### config.mk
export PLATFORM = sky130hd
export DESIGN_NAME = pio_out_blink
export DESIGN_NICKNAME = d
export VERILOG_FILES = /design/src/rtl/pio_out_blink_pkg.sv /design/src/rtl/pio_tick_gen.sv /design/src/rtl/pio_out_blink.sv
export SDC_FILE = /design/constraint.sdc
export NUM_CORES = 1
export LEC_CHECK = 0
export ABC_AREA = 1
export BUFFER_PORTS_ARGS = -buffer_cell sky130_fd_sc_hd__buf_2
export CAP_MARGIN = 0
export CELL_PAD_IN_SITES_DETAIL_PLACEMENT = 1
export CELL_PAD_IN_SITES_GLOBAL_PLACEMENT = 1
export CORE_ASPECT_RATIO = 0.9
export CORE_MARGIN = 3
export CORE_UTILIZATION = 42
export DETAILED_ROUTE_END_ITERATION = 10
export PLACE_DENSITY_LB_ADDON = 0.1
export SLEW_MARGIN = 10
export SYNTH_ARGS = -nofsm -noshare
export SYNTH_HDL_FRONTEND = slang
export SYNTH_HIERARCHICAL = 1
export SYNTH_SLANG_ARGS = --single-unit
### constraint.sdc
create_clock -name clk -period 2.13 [get_ports clk]
set_input_delay 0.1065 -clock clk [delete_from_list [all_inputs] [get_ports clk]]
set_output_delay 0.1065 -clock clk [all_outputs]
set_load 0.05 [all_outputs]
### src/rtl/pio_out_blink_pkg.sv
// Shared constants for the blinking output PIO: register word addresses.
package pio_out_blink_pkg;

    localparam logic [2:0] ADDR_DATA     = 3'd0;
    localparam logic [2:0] ADDR_SET      = 3'd1;
    localparam logic [2:0] ADDR_CLR      = 3'd2;
    localparam logic [2:0] ADDR_BLINK_EN = 3'd3;
    localparam logic [2:0] ADDR_PERIOD   = 3'd4;
    localparam logic [2:0] ADDR_STATUS   = 3'd5;

endpackage

### src/rtl/pio_tick_gen.sv
// Free-running prescaler producing a one-cycle tick every PRESCALE clocks.
module pio_tick_gen #(
    parameter int unsigned PRESCALE = 50000
) (
    input  logic clk,
    input  logic reset_n,
    output logic tick
);

    localparam int unsigned PW = (PRESCALE > 1) ? $clog2(PRESCALE) : 1;

    logic [PW-1:0] cnt_q;

    assign tick = (cnt_q == PW'(PRESCALE - 1));

    always_ff @(posedge clk or negedge reset_n) begin
        if (!reset_n) begin
            cnt_q <= '0;
        end else if (tick) begin
            cnt_q <= '0;
        end else begin
            cnt_q <= cnt_q + PW'(1);
        end
    end

endmodule

### src/rtl/pio_out_blink.sv
// Avalon-MM output PIO with SET/CLEAR aliases, registered readback and per-bit blink.
module pio_out_blink
    import pio_out_blink_pkg::*;
#(
    parameter int unsigned        DATA_W      = 10,
    parameter logic [DATA_W-1:0]  RESET_VALUE = '0,
    parameter int unsigned        PRESCALE    = 50000,
    parameter int unsigned        CNT_W       = 16
) (
    input  logic              clk,
    input  logic              reset_n,
    input  logic [2:0]        address,
    input  logic              chipselect,
    input  logic              write_n,
    input  logic              read_n,
    input  logic [31:0]       writedata,
    output logic [31:0]       readdata,
    output logic [DATA_W-1:0] out_port
);

    logic [DATA_W-1:0] data_q, data_d;
    logic [DATA_W-1:0] blink_en_q;
    logic [CNT_W-1:0]  period_q;
    logic [CNT_W-1:0]  bcnt_q;
    logic              phase_q;
    logic [31:0]       rd_mux;
    logic              tick;

    logic wr_en, rd_en, period_wr;
    logic [DATA_W-1:0] wd_data;
    logic [CNT_W-1:0]  wd_cnt;

    assign wr_en     = chipselect & ~write_n;
    assign rd_en     = chipselect & ~read_n;
    assign period_wr = wr_en && (address == ADDR_PERIOD);
    assign wd_data   = writedata[DATA_W-1:0];
    assign wd_cnt    = writedata[CNT_W-1:0];

    pio_tick_gen #(
        .PRESCALE (PRESCALE)
    ) u_tick_gen (
        .clk     (clk),
        .reset_n (reset_n),
        .tick    (tick)
    );

    always_comb begin
        data_d = data_q;
        if (wr_en) begin
            unique case (address)
                ADDR_DATA: data_d = wd_data;
                ADDR_SET:  data_d = data_q | wd_data;
                ADDR_CLR:  data_d = data_q & ~wd_data;
                default:   data_d = data_q;
            endcase
        end
    end

    // Read mux sees pre-edge state, so a simultaneous write returns the old value.
    always_comb begin
        rd_mux = '0;
        unique case (address)
            ADDR_DATA, ADDR_SET, ADDR_CLR: rd_mux = 32'(data_q);
            ADDR_BLINK_EN:                 rd_mux = 32'(blink_en_q);
            ADDR_PERIOD:                   rd_mux = 32'(period_q);
            ADDR_STATUS:                   rd_mux = 32'(out_port);
            default:                       rd_mux = '0;
        endcase
    end

    always_ff @(posedge clk or negedge reset_n) begin
        if (!reset_n) begin
            data_q     <= RESET_VALUE;
            blink_en_q <= '0;
            period_q   <= '0;
            readdata   <= '0;
        end else begin
            data_q <= data_d;
            if (wr_en && (address == ADDR_BLINK_EN)) begin
                blink_en_q <= wd_data;
            end
            if (period_wr) begin
                period_q <= wd_cnt;
            end
            if (rd_en) begin
                readdata <= rd_mux;
            end
        end
    end

    // A PERIOD write restarts the blink cycle even when it lands on a tick.
    always_ff @(posedge clk or negedge reset_n) begin
        if (!reset_n) begin
            bcnt_q  <= '0;
            phase_q <= 1'b0;
        end else if (period_wr || (period_q == '0)) begin
            bcnt_q  <= '0;
            phase_q <= 1'b0;
        end else if (tick) begin
            if (bcnt_q == period_q - CNT_W'(1)) begin
                bcnt_q  <= '0;
                phase_q <= ~phase_q;
            end else begin
                bcnt_q <= bcnt_q + CNT_W'(1);
            end
        end
    end

    assign out_port = data_q & ~(blink_en_q & {DATA_W{phase_q}});

endmodule

==> results.tsv, run 1 <==
stage	metric	value	unit
placement	routability cong.	0.850	
critical_path	Setup CP Type	flip-flop to flip-flop	
timing	Hold WS	0.0830	ns
route	DR WL/cell	16.3	um
power_and_ir_drop	Pwr Density	891	nW/um2
route	DRT antenna net count	0	
cts	clock root buffer	clkbuf_16	
logic_synthesis	register area share after synthesis	0.414	
logic_synthesis	Mapped Area	5140	um2
global_routing	largest net degree at the start of global routing	41	
route	DRT Wirelength	15.2	mm
route	met1 WL	7.05	mm
critical_path	Crit path largest cell delay	0.42	ns
layout	ANT cells	0	
floorplanning	core area	11700	um2
timing	Setup Skew	0.00847	ns
power_and_ir_drop	Leak	0.00325	uW
min_path	Hold Crit Class	input port to flip-flop	
cts	Max H-tree Level	3	
cts	CTS tree	yes	
critical_path	WP buf/inv	3	
floorplanning	Initial Utilization	0.439	
critical_path	Critical Path Sink Type	flip-flop	
timing	Hold Vio Cnt, Final	0	
route	Vias	4729	
logic_synthesis	Synth Register Bits	85	
layout	synth-to-layout area growth	23.9	%
layout	Fill cells	1482	
layout	Layout Utilization	0.544	
timing	Tmin final	2.07	ns
route	vias per cell	5.06	
layout	final net count	817	
global_routing	GRT Resource Usage Total	0.235	
floorplanning	I/O pin cnt	82	
placement	dpl hpwl	10.8	mm
timing	Final Max Slew Viols	0	
cts	# clock sinks	85	
timing	final setup violating endpoints	0	
placement	PortBufs	49	
layout	fin cells	935	
logic_synthesis	Syn Area/Cell	7.61	um2
global_routing	total gr overflow	0	
job	maxcap violations	0	
global_routing	first-pass GRT wire length	25.5	mm
logic_synthesis	Netlist cell types	38	
critical_path	worst endpoint required time	2.37	ns
route	Top Metal Used	met4	
floorplanning	DIE AREA	13600	um2
logic_synthesis	Synth warnings	6	
route	DR pass1 iterations	4	
floorplanning	Die Width	123	um
timing	relative slew slack	0.577	
cts	CTS buffer count	9	
cts	clock-pin slew on the worst setup and hold paths	0.07	ns
global_routing	vias in the first global route	5089	
floorplanning	row cnt	37	
critical_path	Critical-path top delay cell	dfrtp_2	
placement	placed cells	887	
timing	part of the cycle the worst path needs	0.974	
layout	register area	2130	um2
logic_synthesis	Primary FF master, synth	dfrtp_1	
route	initial drt markers	219	
cts	Clock Tree Buf Depth	2	
critical_path	Max FO, Critical Path	7	
route	routed length on met3	501	um
route	Met2 Routed Length	7.51	mm
logic_synthesis	cell count after synthesis	675	
critical_path	startpoint types	flip-flop	
floorplanning	Die Span Y	111	um
timing	f_max	0.482	GHz
power_and_ir_drop	PnR Total Power	5670	uW
critical_path	worst path cell trace	buf_4 > nor2_4 > nand2_4 > nor2_4 > buf_4 > nand3b_1 > nand2_1 > nand3_2 > nor2_2 > nand3_2 > nand2_4 > clkbuf_16 > a21oi_2	
status	run status	finished clean	
critical_path	CP delay by family, top	simple AND/OR/NAND/NOR gates	
logic_synthesis	Post-synth EDFFs	0	
timing	Worst Tran Pin Value	0.633	ns
critical_path	WP data arrival	2.31	ns
logic_synthesis	Post-synth ARST share	1.00	
layout	Multi-input gate area	2540	um2
cts	clock latency on the worst-skew pair	0.35	ns
global_routing	initial antenna violation count	0	
power_and_ir_drop	VDD IR max	0.000860	V
route	DRC violations left	0	
layout	layout cells sized above 1	0.230	
==> sequential cells by signal (all words and copies together), names as in the netlist <==
signal,count
bcnt_q,16
period_q,16
readdata,16
u_tick_gen/cnt_q,16
blink_en_q,10
data_q,10
phase_q,1
==> timing repair <==
action                                  in CTS  in global routing
endpoints found under the hold margin       54                  0
endpoints found under the setup margin      11                 15
buffers inserted                             0                 13
pin swaps                                    0                  5
gates resized for setup                      1                 25
gates cloned                                 0                  2
hold buffers                                17                  0
==> cells in the mapped netlist (2+ instances only) <==
cell type / instances / share of area
a21oi_1: 14 / 0.014
ha_1: 3 / 0.0073
clkbuf_1: 11 / 0.0080
o21ai_1: 2 / 0.0019
nand3_2: 3 / 0.0058
inv_2: 4 / 0.0029
o22ai_1: 10 / 0.012
dfrtp_1: 85 / 0.41
o21bai_1: 2 / 0.0029
xor2_1: 18 / 0.031
nand3_1: 37 / 0.036
xnor2_1: 3 / 0.0051
buf_4: 17 / 0.025
nand2_2: 7 / 0.0085
nor3_1: 6 / 0.0058
nor2_2: 3 / 0.0037
inv_1: 94 / 0.069
a31oi_1: 11 / 0.013
nor3_2: 3 / 0.0058
buf_6: 2 / 0.0044
mux2_2: 16 / 0.035
nand2_4: 2 / 0.0044
clkinv_1: 2 / 0.0015
nand3b_1: 5 / 0.0073
nor2_4: 5 / 0.011
nand2_1: 184 / 0.13
o2111ai_1: 10 / 0.017
a21oi_2: 10 / 0.017
o21ai_0: 32 / 0.031
nor2_1: 58 / 0.042
nand4_1: 9 / 0.011
==> worst paths after layout <==
kind	start	end	slack, ns	depth (start not counted)
worst min-delay path	read_n	readdata[10]	0.08	3
min in group asynchronous	reset_n	u_tick_gen/cnt_q[14]	0.30	2
worst max register to register	period_q[2]	bcnt_q[10]	0.06	13
worst max-delay path	period_q[2]	bcnt_q[10]	0.06	13
max in group asynchronous	reset_n	period_q[8]	1.22	3
worst min register to register	u_tick_gen/cnt_q[0]	u_tick_gen/cnt_q[0]	0.48	1
==> worst register-to-register path: stages, from the launching register on <==
cell and delay [ns]:
dfrtp_2 0.42, buf_4 0.15, nor2_4 0.14, nand2_4 0.09
nor2_4 0.14, buf_4 0.13, nand3b_1 0.07, nand2_1 0.09
nand3_2 0.08, nor2_2 0.14, nand3_2 0.11, nand2_4 0.17
clkbuf_16 0.18, a21oi_2 0.05
==> per-layer routing <==
metal	global-route usage	vias to the layer above
li1	-	2326
met1	0.307	2321
met2	0.396	73
met3	0.0541	9
met4	0.0463	0
met5	0	-
==> layout make-up <==
| class | count | area share |
|---|---|---|
| clock buffer | 10 | 0.0375 |
| clock inverter | 6 | 0.0143 |
| inverter | 100 | 0.0590 |
| multi-input combinational | 473 | 0.400 |
| sequential | 85 | 0.335 |
| tap | 156 | 0.0307 |
| timing repair buffer | 105 | 0.124 |
==> layout by cell type (no fill, tap or decap), types with 13 or more instances in the layout <==
cell           count
buf_2             48
nand3_1           35
dfrtp_1           79
inv_1             93
conb_1            16
buf_4             34
nand2_1          179
dlygate4sd3_1     17
a21oi_1           13
o21ai_0           32
mux2_2            16
nor2_1            54
xor2_1            18
==> metrics by stage <==
step	area, um2	setup TNS, ns	setup slack [ns]
global placement	5640	0	0.0795
floorplan	5200	0	0.239
CTS	6140	0	0.0149
detailed placement	5640	0	0.0245
finish	6370	0	0.0559
global route	6370	-0.411	-0.0518
==> report_power, final <==
part | internal [uW] | leakage, uW | total (uW) | switching (uW)
Clock | 1070 | 0.000164 | 1770 | 702
Sequential | 1830 | 0.00108 | 2070 | 242
Combinational | 588 | 0.00201 | 1820 | 1240
==> logic make-up after synthesis <==
family                   Yosys count  synth area share
AO/OA/AOI/OAI                     91             0.109
XOR/XNOR                          21            0.0358
adder cells (fa/ha/maj)            3           0.00730
buffers and inverters            132             0.115
flip-flops                        85             0.414
multiplexers                      16            0.0351
other                              1          0.000730
AND/OR/NAND/NOR                  326             0.283
No activity file was read; power rests on OpenSTA's default activity.
==> run 2, diff against run 1 <==
--- a/config.mk
+++ b/config.mk
@@ -8,5 +8,4 @@
 export ABC_AREA = 1
 export BUFFER_PORTS_ARGS = -buffer_cell sky130_fd_sc_hd__buf_2
-export CAP_MARGIN = 0
 export CELL_PAD_IN_SITES_DETAIL_PLACEMENT = 1
 export CELL_PAD_IN_SITES_GLOBAL_PLACEMENT = 1
@@ -14,4 +13,5 @@
 export CORE_MARGIN = 3
 export CORE_UTILIZATION = 42
+export CTS_CLUSTER_SIZE = 10
 export DETAILED_ROUTE_END_ITERATION = 10
 export PLACE_DENSITY_LB_ADDON = 0.1
==> constraint.sdc (replaced) <==
create_clock -name clk -period 2.13 [get_ports clk]
set_input_delay 0.213 -clock clk [delete_from_list [all_inputs] [get_ports clk]]
set_output_delay 0.213 -clock clk [all_outputs]
set_load 0.05 [all_outputs]
==> run 2 against run 1 <==
  * Hold slack lost 0.035 ns
  * Critical path depth decreased by 2
  * Count of clock-buffer cells in the layout is the same
  * Final cell count is 2.9% lower
  * Clock power hardly changed
  * Global-route usage shrank 0.47 points
  * Final area down 4.6%
  * Worst setup slack improved by 0.099 ns
  * Maximum frequency grew 5.0%
  * Critical path type unchanged
  * Critical endpoint is now bcnt_q[4]
  * Largest cell class unchanged
  * Largest power group unchanged
==> results.tsv, run 2 (synthesis results as in run 1) <==
stage	metric	value	unit	change
status	run status	finished clean		unchanged
floorplanning	Initial Utilization	0.439		unchanged
cts	Max H-tree Level	3		unchanged
layout	most frequent cells in the layout	nand2_1, inv_1, dfrtp_1, nor2_1, buf_2		unchanged
critical_path	Critical R2R Launch	u_tick_gen/cnt_q[0]		was period_q[2]
floorplanning	I/O pin cnt	82		unchanged
floorplanning	Die Width	123	um	unchanged
cts	# clock sinks	85		unchanged
layout	Multi-input gate area	2510	um2	was 2540 um2
timing	Setup Skew	0.00558	ns	was 0.00847 ns
placement	Place WS	0.000353	ns	was 0.0245 ns
min_path	worst hold start	writedata[8]		was read_n
layout	layout cells sized above 1	0.213		was 0.230
global_routing	first-pass GRT wire length	24.7	mm	was 25.5 mm
route	initial drt markers	213		was 219
global_routing	largest net degree at the start of global routing	35		was 41
timing	Worst Tran Pin Value	0.662	ns	was 0.633 ns
route	DRT Wirelength	14.8	mm	was 15.2 mm
route	vias per cell	5.09		was 5.06
layout	final net count	790		was 817
critical_path	startpoint types	flip-flop		unchanged
timing	Final Max Slew Viols	0		unchanged
timing	relative slew slack	0.557		was 0.577
cts	CTS buffer count	9		unchanged
critical_path	Max FO, Critical Path	15		was 7
global_routing	GRT Resource Usage Total	0.230		was 0.235
floorplanning	DIE AREA	13600	um2	unchanged
layout	commonest non-fill, non-tap cell in the layout	nand2_1		unchanged
layout	ANT cells	0		unchanged
route	DR pass1 iterations	4		unchanged
route	DRT antenna net count	0		unchanged
min_path	Hold Crit Class	input port to flip-flop		unchanged
cts	Clock Tree Buf Depth	2		unchanged
timing	f_max	0.506	GHz	was 0.482 GHz
placement	PortBufs	49		unchanged
power_and_ir_drop	Leak	0.00312	uW	was 0.00325 uW
route	DRC violations left	0		unchanged
layout	Fill cells	1497		was 1,482
power_and_ir_drop	VDD IR max	0.000674	V	was 0.000860 V
critical_path	FF-to-FF End	bcnt_q[4]		was bcnt_q[10]
cts	clock root buffer	clkbuf_16		unchanged
layout	register area	2140	um2	was 2130 um2
critical_path	R2R setup slack	0.15	ns	was 0.06 ns
route	DR WL/cell	16.3	um	about the same
floorplanning	row cnt	37		unchanged
cts	clock latency on the worst-skew pair	0.35	ns	about the same
min_path	Hold Crit Endpoint	data_q[8]		was readdata[10]
timing	Final WS setup	0.155	ns	was 0.0559 ns
power_and_ir_drop	PnR Total Power	5540	uW	was 5670 uW
cts	CTS tree	yes		unchanged
critical_path	worst reg-to-reg path cell count	11		was 13
floorplanning	core area	11700	um2	unchanged
timing	Total Neg Setup Slack	0	ns	unchanged
critical_path	WP data arrival	2.21	ns	was 2.31 ns
timing	Hold WS	0.0484	ns	was 0.0830 ns
power_and_ir_drop	Pwr Density	912	nW/um2	was 891 nW/um2
layout	synth-to-layout area growth	18.2	%	was 23.9%
timing	part of the cycle the worst path needs	0.927		was 0.974
critical_path	worst endpoint required time	2.37	ns	about the same
timing	Hold Vio Cnt, Final	0		unchanged
placement	routability cong.	0.843		was 0.850
global_routing	vias in the first global route	4941		was 5,089
timing	final setup violating endpoints	0		unchanged
cts	clock-pin slew on the worst setup and hold paths	0.07	ns	about the same
route	Vias	4624		was 4,729
job	maxcap violations	0		unchanged
global_routing	total gr overflow	0		unchanged
floorplanning	Die Span Y	111	um	unchanged
critical_path	Setup CP Type	flip-flop to flip-flop		unchanged
placement	dpl hpwl	10.9	mm	was 10.8 mm
global_routing	initial antenna violation count	0		unchanged
min_path	worst hold path depth	2		was 3
timing	RSZ-0062 raised after global routing	true		
timing	Tmin final	1.98	ns	was 2.07 ns
critical_path	Critical Path Sink Type	flip-flop		unchanged
[run 2: metrics by stage]
step / instance area, um2 / utilization / instances
5_1_grt: 6070 / 0.519 / 908
2_1_floorplan: 5200 / - / 690
3_3_place_gp: 5610 / 0.479 / 883
4_1_cts: 5980 / 0.510 / 901
6_report: 6070 / 0.519 / 908
3_5_place_dp: 5610 / 0.479 / 883
[run 2: layer usage]
metal,global-route usage,vias up,wire length (um)
met3,0.0531,16,527
li1,-,2267,-
met5,0,-,0
met1,0.306,2257,6880
met4,0.0604,0,170
met2,0.375,84,7200
[run 2: how the worst max path moves through the flow]
stage / slack [ns] / from / endpoint / depth (start not counted)
after floorplan: 0.24 / period_q[0] / bcnt_q[8] / 14
after global placement: 0.12 / period_q[0] / bcnt_q[8] / 14
after detailed placement: 0.0004 / u_tick_gen/cnt_q[0] / bcnt_q[4] / 11
after CTS: 0.01 / u_tick_gen/cnt_q[0] / bcnt_q[4] / 11
after global routing: -0.04 / u_tick_gen/cnt_q[0] / bcnt_q[6] / 11
final: 0.15 / u_tick_gen/cnt_q[0] / bcnt_q[4] / 11
[run 2: critical path, cell delays in order (launching register included)]
cell and delay (ns):
dfrtp_1 0.38, ha_2 0.22, nand3_2 0.11, nor2_2 0.14, nand2_2 0.12, inv_2 0.09
nand3b_1 0.18, buf_12 0.17, nand2_1 0.09, nor2_1 0.13, xor2_1 0.16, a21oi_1 0.05
[run 2: area by class of cell]
| cell class | count | share of cell area |
|---|---|---|
| flip-flops and latches | 85 | 0.352 |
| well taps | 156 | 0.0321 |
| clock inverters | 6 | 0.0154 |
| inverters | 100 | 0.0618 |
| multi-input cells | 473 | 0.414 |
| clock buffers | 10 | 0.0377 |
| repair buffers | 78 | 0.0873 |
[run 2: what timing repair did]
item	CTS	global route
setup endpoints to repair	1	15
resized for setup	0	17
hold endpoints to repair	31	0
pin swaps	0	3
buffers inserted	0	7
cloned	1	0
hold buffers	1	0
[run 2: power by group]
part	internal (uW)	total (uW)	switching [uW]
Sequential	1830	2080	250
Clock	1040	1760	716
Combinational	516	1700	1190
==> run 3, diff against run 2 <==
ABC_CLOCK_PERIOD_IN_PS = 2130   (was unset)
MAX_ROUTING_LAYER = met4   (was unset)
PLACE_DENSITY = 0.78   (was unset)
PLACE_DENSITY_LB_ADDON = unset   (was 0.1)
==> run 3 against run 2 <==
  * Via count up 1.3%
  * Utilization shrank 0.15 points
  * Sequential cell count unchanged
  * Count of clock-buffer cells in the layout rose by 2
  * Maximum frequency is 4.4% lower
  * Sequential share of layout area increased by 0.081 points
  * Hold slack worse by 0.0083 ns
  * Highest routed layer unchanged
==> results.tsv, run 3 (synthesis results as in run 1) <==
stage	metric	value	unit	change
global_routing	initial antenna violation count	0		unchanged
power_and_ir_drop	Gate power share	0.320		was 0.307
route	Top Metal Used	met4		unchanged
min_path	Hold Crit Endpoint	data_q[4]		was data_q[8]
global_routing	largest net degree at the start of global routing	35		unchanged
floorplanning	row cnt	37		unchanged
min_path	Hold Crit Class	input port to flip-flop		unchanged
cts	Clock Tree Buf Depth	2		unchanged
layout	synth-to-layout area growth	17.8	%	was 18.2%
floorplanning	Initial Utilization	0.439		unchanged
power_and_ir_drop	switching share of power	0.397		was 0.388
power_and_ir_drop	sequential power share	0.378		was 0.375
placement	Area after DPL	5630	um2	was 5610 um2
route	DR WL/cell	16.7	um	was 16.3 um
global_routing	GRT Resource Usage Total	0.241		was 0.230
critical_path	WP data arrival	2.29	ns	was 2.21 ns
layout	fin cells	909		was 908
route	DRC violations left	0		unchanged
power_and_ir_drop	Pwr Density	906	nW/um2	was 912 nW/um2
critical_path	Setup crit start	period_q[2]		was u_tick_gen/cnt_q[0]
timing	Setup Skew	0.0119	ns	was 0.00558 ns
min_path	worst hold start	writedata[4]		was writedata[8]
critical_path	Critical R2R Launch	period_q[2]		was u_tick_gen/cnt_q[0]
critical_path	Max FO, Critical Path	10		was 15
cts	clock latency on the worst-skew pair	0.36	ns	was 0.35 ns
floorplanning	I/O pin cnt	82		unchanged
timing	part of the cycle the worst path needs	0.970		was 0.927
critical_path	startpoint types	flip-flop		unchanged
layout	final net count	791		was 790
critical_path	R2R setup slack	0.06	ns	was 0.15 ns
placement	routability cong.	0.839		was 0.843
layout	ANT cells	0		unchanged
critical_path	worst reg-to-reg path cell count	12		was 11
route	routed length on met3	677	um	was 527 um
cts	CTS buffer count	9		unchanged
route	initial drt markers	251		was 213
critical_path	worst endpoint required time	2.36	ns	was 2.37 ns
critical_path	Critical Path Sink Type	flip-flop		unchanged
power_and_ir_drop	Clock Power Share	0.302		was 0.318
route	Vias	4682		was 4,624
critical_path	FF-to-FF End	bcnt_q[8]		was bcnt_q[4]
min_path	worst hold path depth	2		unchanged
cts	clock-pin slew on the worst setup and hold paths	0.07	ns	about the same
floorplanning	Die Span Y	111	um	unchanged
timing	RSZ-0062 raised after global routing	true		unchanged
route	DRT Wirelength	15.2	mm	was 14.8 mm
power_and_ir_drop	Leak	0.00311	uW	was 0.00312 uW
route	DR pass1 iterations	4		unchanged
placement	placed cells	885		was 883
floorplanning	Die Width	123	um	unchanged
power_and_ir_drop	P_sw	2180	uW	was 2150 uW
layout	post-route cell area	6060	um2	was 6070 um2
cts	Max H-tree Level	3		unchanged
timing	Hold Vio Cnt, Final	0		unchanged
power_and_ir_drop	VDD IR max	0.000546	V	was 0.000674 V
cts	# clock sinks	85		unchanged
timing	Final Max Slew Viols	0		unchanged
placement	dpl hpwl	11.0	mm	was 10.9 mm
floorplanning	core area	11700	um2	unchanged
route	met1 WL	7.02	mm	was 6.88 mm
status	run status	finished clean		unchanged
global_routing	vias in the first global route	5051		was 4,941
layout	most frequent cells in the layout	nand2_1, inv_1, dfrtp_1, nor2_1, buf_2		unchanged
placement	PortBufs	49		unchanged
timing	relative slew slack	0.554		was 0.557
job	maxcap violations	0		unchanged
route	DRT antenna net count	0		unchanged
cts	clock root buffer	clkbuf_16		unchanged
timing	Tmin final	2.07	ns	was 1.98 ns
critical_path	Setup CP Type	flip-flop to flip-flop		unchanged
power_and_ir_drop	Power Internal	3310	uW	was 3390 uW
route	vias per cell	5.15		was 5.09
layout	commonest non-fill, non-tap cell in the layout	nand2_1		unchanged
cts	CTS tree	yes		unchanged
timing	final setup violating endpoints	0		unchanged
global_routing	total gr overflow	0		unchanged
timing	Worst Tran Pin Value	0.667	ns	was 0.662 ns
route	Met2 Routed Length	7.30	mm	was 7.20 mm
timing	f_max	0.484	GHz	was 0.506 GHz
layout	layout cells sized above 1	0.208		was 0.213
global_routing	first-pass GRT wire length	25.2	mm	was 24.7 mm
floorplanning	DIE AREA	13600	um2	unchanged
==> run 3: critical path: stages (launching register included) <==
cell	delay, ns
dfrtp_2	0.44
buf_4	0.16
nor2_4	0.15
nand2_4	0.09
nor2_4	0.20
nand2_1	0.10
nand2_1	0.07
nand2_1	0.07
nor3_2	0.19
nand3_2	0.13
nand2_4	0.13
buf_12	0.15
a21oi_2	0.05
==> run 3: area by class of cell <==
cell class	instances	area, um2
multi-input combinational	473	2520
timing repair buffer	79	531
tap	156	195
clock buffer	12	246
fill	1514	5660
clock inverter	4	55.1
sequential	85	2130
inverter	100	375
==> run 3: worst max-delay path by stage <==
stage / endpoint / slack [ns] / cells past startpoint
6_report: bcnt_q[8] / 0.06 / 12
5_1_grt: bcnt_q[6] / -0.04 / 11
4_1_cts: bcnt_q[12] / 0.009 / 11
3_5_place_dp: bcnt_q[12] / 0.01 / 12
3_3_place_gp: bcnt_q[8] / 0.11 / 13
2_1_floorplan: bcnt_q[8] / 0.24 / 14
==> run 3: per-layer routing <==
| metal | up-vias | global-route usage |
|---|---|---|
| met1 | 2288 | 0.310 |
| li1 | 2272 | - |
| met4 | 0 | 0.0716 |
| met2 | 103 | 0.381 |
| met5 | - | - |
| met3 | 19 | 0.0541 |
==> run 3: power by group through the flow <==
| stage | Combinational, uW | Clock, uW | Sequential, uW |
|---|---|---|---|
| floorplan | 1100 | 0 | 2200 |
| global placement | 1630 | 0 | 2080 |
| detailed placement | 1690 | 0 | 2090 |
| CTS | 1710 | 1680 | 2060 |
| global route | 1920 | 1750 | 2110 |
| finish | 1750 | 1660 | 2080 |
==> run 3: timing repair <==
item,CTS,global route
hold buffers,1,0
pin swaps,1,2
resized for setup,0,15
gates cloned,0,1
endpoints found under the setup margin,3,17
buffers inserted,0,6
endpoints found under the hold margin,32,0
==> run 3: through the flow <==
stage	setup WS (ns)	util	hold WS (ns)	power, uW	setup TNS (ns)
final	0.0635	0.517	0.0401	5490	0
after global placement	0.107	0.480	0.200	3700	0
after CTS	0.00908	0.507	0.0314	5450	0
after detailed placement	0.0133	0.480	0.203	3790	0
after global routing	-0.0415	0.517	0.0478	5780	-0.334
after floorplan	0.239	-	-0.0826	3300	0
